<file path="src/rtl/tdm_demux4.sv">
// Four-slot TDM demultiplexer: hunts for a sync-marked slot 0, then assembles
// each group of four accepted samples into a registered parallel frame.
module tdm_demux4 #(
   parameter int unsigned W = 1
) (
   input  logic           clk,
   input  logic           rst,
   input  logic [W-1:0]   din,
   input  logic           din_valid,
   input  logic           sync,
   output logic [4*W-1:0] Out,
   output logic           out_valid,
   output logic [1:0]     Sel,
   output logic           locked,
   output logic           frame_err
);

   typedef enum logic {StHunt, StLock} state_e;

   state_e               state_q, state_d;
   logic [1:0]           sel_q, sel_d;
   logic [2:0][W-1:0]    shadow_q, shadow_d;
   logic [4*W-1:0]       out_q, out_d;
   logic                 out_valid_q, out_valid_d;
   logic                 frame_err_q, frame_err_d;

   always_ff @(posedge clk or posedge rst) begin
      if (rst) begin
         state_q     <= StHunt;
         sel_q       <= 2'd0;
         shadow_q    <= '0;
         out_q       <= '0;
         out_valid_q <= 1'b0;
         frame_err_q <= 1'b0;
      end else begin
         state_q     <= state_d;
         sel_q       <= sel_d;
         shadow_q    <= shadow_d;
         out_q       <= out_d;
         out_valid_q <= out_valid_d;
         frame_err_q <= frame_err_d;
      end
   end

   always_comb begin
      state_d     = state_q;
      sel_d       = sel_q;
      shadow_d    = shadow_q;
      out_d       = out_q;
      out_valid_d = 1'b0;
      frame_err_d = 1'b0;
      if (din_valid) begin
         unique case (state_q)
            StHunt: begin
               if (sync) begin
                  shadow_d[0] = din;
                  sel_d       = 2'd1;
                  state_d     = StLock;
               end
            end
            StLock: begin
               // A sync mid-frame restarts the frame at this sample; the partial frame is dropped.
               if (sync && (sel_q != 2'd0)) begin
                  frame_err_d = 1'b1;
                  shadow_d[0] = din;
                  sel_d       = 2'd1;
               end else if (sel_q == 2'd3) begin
                  out_d       = {din, shadow_q};
                  out_valid_d = 1'b1;
                  sel_d       = 2'd0;
               end else begin
                  for (int k = 0; k < 3; k++) begin
                     if (sel_q == 2'(k)) shadow_d[k] = din;
                  end
                  sel_d = sel_q + 2'd1;
               end
            end
            default: begin
               state_d = StHunt;
               sel_d   = 2'd0;
            end
         endcase
      end
   end

   assign Out       = out_q;
   assign out_valid = out_valid_q;
   assign Sel       = sel_q;
   assign locked    = (state_q == StLock);
   assign frame_err = frame_err_q;

endmodule

</file>
<file path="config.mk">
export PLATFORM = sky130hd
export DESIGN_NAME = tdm_demux4
export DESIGN_NICKNAME = d
export VERILOG_FILES = /design/src/rtl/tdm_demux4.sv
export SDC_FILE = /design/constraint.sdc
export NUM_CORES = 1
export LEC_CHECK = 0
export CORE_AREA = 2 2 39 41
export CTS_BUF_LIST = sky130_fd_sc_hd__clkbuf_16
export DETAILED_ROUTE_END_ITERATION = 10
export DIE_AREA = 0 0 41 43
export PLACE_DENSITY = 0.71
export RECOVER_POWER = 100
export SLEW_MARGIN = 40
export SYNTH_ARGS = -nofsm -noshare
export SYNTH_HDL_FRONTEND = slang
export SYNTH_SLANG_ARGS = --single-unit
</file>
<file path="constraint.sdc">
create_clock -name clk -period 2 [get_ports clk]
set_clock_uncertainty 0.05 [all_clocks]
set_input_delay 0.6 -clock clk [delete_from_list [all_inputs] [get_ports clk]]
set_output_delay 0.6 -clock clk [all_outputs]
set_load 0.05 [all_outputs]
</file>
==> reports/results.ini <==
[floorplanning]
die_w_um = 41
rows = 14
core_mm2 = 0.00138
io_pins = 14
die-area_mm2 = 0.00176
fp.dieH_um = 43
initial_core_util_pct = 41.0

[timing]
setup_ws_ns = 0.0776
hold_violations = 0
period_needed_ns = 1.92
rsz0062_at_grt = false
max_freq_mhz = 520
tightest_slew_ns = 0.600
finalSetupTns_ns = 0
setup_viol = 0
max-slew-margin-rel_pct = 60.2
drv_slew = 0
min_period_over_period_pct = 96.1

[layout]
syn_to_final_growth_pct = 36.0
fin_cells = 82
layout-drive-gt1-share_pct = 12.1
antennaDiodeCount = 0
nets = 76
fin_area_um2 = 771

[setup_path]
cp.buffers_inverters = 1
worst_setup_path_end_kind = flop
path_class = in -> reg
r2r_start = Sel[0]
crit_chain = clkdlybuf4s50_1, nor2b_1, nor4b_1, mux2_1
cpPeakStageDelay_ns = 0.49
rrSetupSlack_ns = 0.23
cp.arrival_ns = 1.99
cp_top_family = simple AND/OR/NAND/NOR gates
critPathSlowestCell = clkdlybuf4s50_1
cp-start-kind = input port
critical_path.max_fanout = 5
required_ns = 2.07
reg2reg_depth = 5
timing.rr.end = shadow_q[2]

[synthesis]
synth_warnings = 0
syn_inst = 45
ys_seq_area_share_pct = 53.0
yosys.cell_types.count = 19
async_reset_ff_share_pct = 100
synth_ff_type = dfrtp_1
ys_ff_latch = 12
syn_area_um2 = 567
postSynthAreaPerCell_um2 = 12.6
syn_nets = 54
synth_edf_count = 0

[cts]
root_buffer = clkbuf_16
cts_setup_buffers = 0
clkTransAtPathRegs_ns = 0.04
h-tree-depth = 1
clk_path_buf_depth = 2
cts-resized-gates = 0
numClockSinks = 12
numCtsBuffers = 3
clock_latency_ns = 0.24
cts_hold_buf = 0
cts_tree = yes

[route]
vias = 409
wire_per_inst_um = 13.1
vias_per_cell = 4.99
wirelength_um = 1070
drt_iter0_drc = 4
drt_pass1_iterations = 4
drcViolationCount = 0
ant_nets = 0

[global_routing]
grt_pass1_vias = 391
grt_pass1_wl_um = 1880
busiest_layer = met1
grt_max_degree = 13
grt.met1_usage_pct = 23.0
use_met2_pct = 20.6
antenna_found_initial = 0
use_met3_pct = 4.71
grt_use_total_pct = 16.7
grt_overflow = 0

[worst_hold_path]
hp-start = shadow_q[0]
holdPathEnd = Out[0]
hold_depth = 1
hold_class = reg -> reg

[place]
placed_cell_area_um2 = 749
place_congestion = 0.857
dpl_worst_slack_ns = -0.185
io_buffers = 13
hpwl_um = 770
placed_cells = 78

[power_and_ir_drop]
power_density_mw_per_mm2 = 1590
p_clk_share_pct = 29.9
power_switching_share_pct = 40.5
vdd_drop_max_uv = 885
seqPwrFrac_pct = 31.6
p_switching_mw = 0.497
p_total_mw = 1.23
p_comb_share_pct = 38.4
p_leak_nw = 0.353
internal_power_mw = 0.731

[run_status]
status = finished, final reports clean

[flow_run]
cap_violations = 0

-- cell type report --
type                       count  area [um^2]
inverter                       5         18.8
fill                         134          613
tap                           16         20.0
multi-input combinational     28          243
sequential                    12          300
clock buffer                   3         75.1
timing repair buffer          17          110
clock inverter                 1         3.75
-- Yosys cell counts (2+ instances only) --
cell type / instances / area [um^2]
o21ai_0: 2 / 10.0
inv_1: 4 / 15.0
dfrtp_1: 12 / 300
mux2_1: 7 / 78.8
ha_1: 4 / 50.1
a21oi_1: 2 / 10.0
nor4b_1: 2 / 17.5
-- worst max path at each step --
stage,startpoint,end,slack [ns],depth (start not counted)
3_3_place_gp,sync,shadow_q[2],-0.13,4
3_5_place_dp,sync,shadow_q[2],-0.18,4
5_1_grt,din_valid,Out[1],0.02,5
4_1_cts,sync,shadow_q[2],0.06,4
2_1_floorplan,Sel[0],Out[1],0.12,6
6_report,sync,shadow_q[2],0.08,4
-- cells in the final DEF, fill, tap and decap left out, types with 2 or more instances in the layout --
master	n
a21oi_1	2
buf_4	3
clkbuf_1	8
clkbuf_16	3
clkdlybuf4s50_1	3
dfrtp_1	12
ha_1	4
inv_1	5
mux2_1	7
nor4b_1	2
o21ai_0	2
-- state kept, by name (all words and copies together), names as in the netlist --
register and cells:
Out 4, out_valid 1, Sel 2, locked 1, frame_err 1, shadow_q 3
-- through the flow --
| stage | hold slack, ns | util [%] |
|---|---|---|
| floorplan | 0.400 | - |
| global placement | 0.414 | 54.2 |
| detailed placement | 0.422 | 54.2 |
| CTS | 0.432 | 59.9 |
| global route | 0.447 | 55.7 |
| finish | 0.429 | 55.7 |
-- per-layer routing --
| layer | up-vias | wire [um] |
|---|---|---|
| met5 | - | 0 |
| met4 | 0 | 44 |
| met3 | 5 | 30 |
| met2 | 7 | 496 |
| met1 | 197 | 501 |
| li1 | 200 | - |
-- logic make-up after synthesis --
group	after synthesis	share of synthesized area (%)
AOI/OAI and AO/OA	8	9.71
adders and majority gates	4	8.83
buffers and inverters	5	3.31
DFF	12	53.0
muxes	7	13.9
and+or+nand+nor	9	11.3
-- power by group through the flow --
stage / Combinational (mW) / Clock, mW / Sequential, mW
finish: 0.472 / 0.367 / 0.388
global route: 0.510 / 0.392 / 0.404
CTS: 0.552 / 0.376 / 0.393
detailed placement: 0.549 / 0 / 0.397
global placement: 0.543 / 0 / 0.394
floorplan: 0.160 / 0 / 0.595
(Power assumes the default switching activity.)
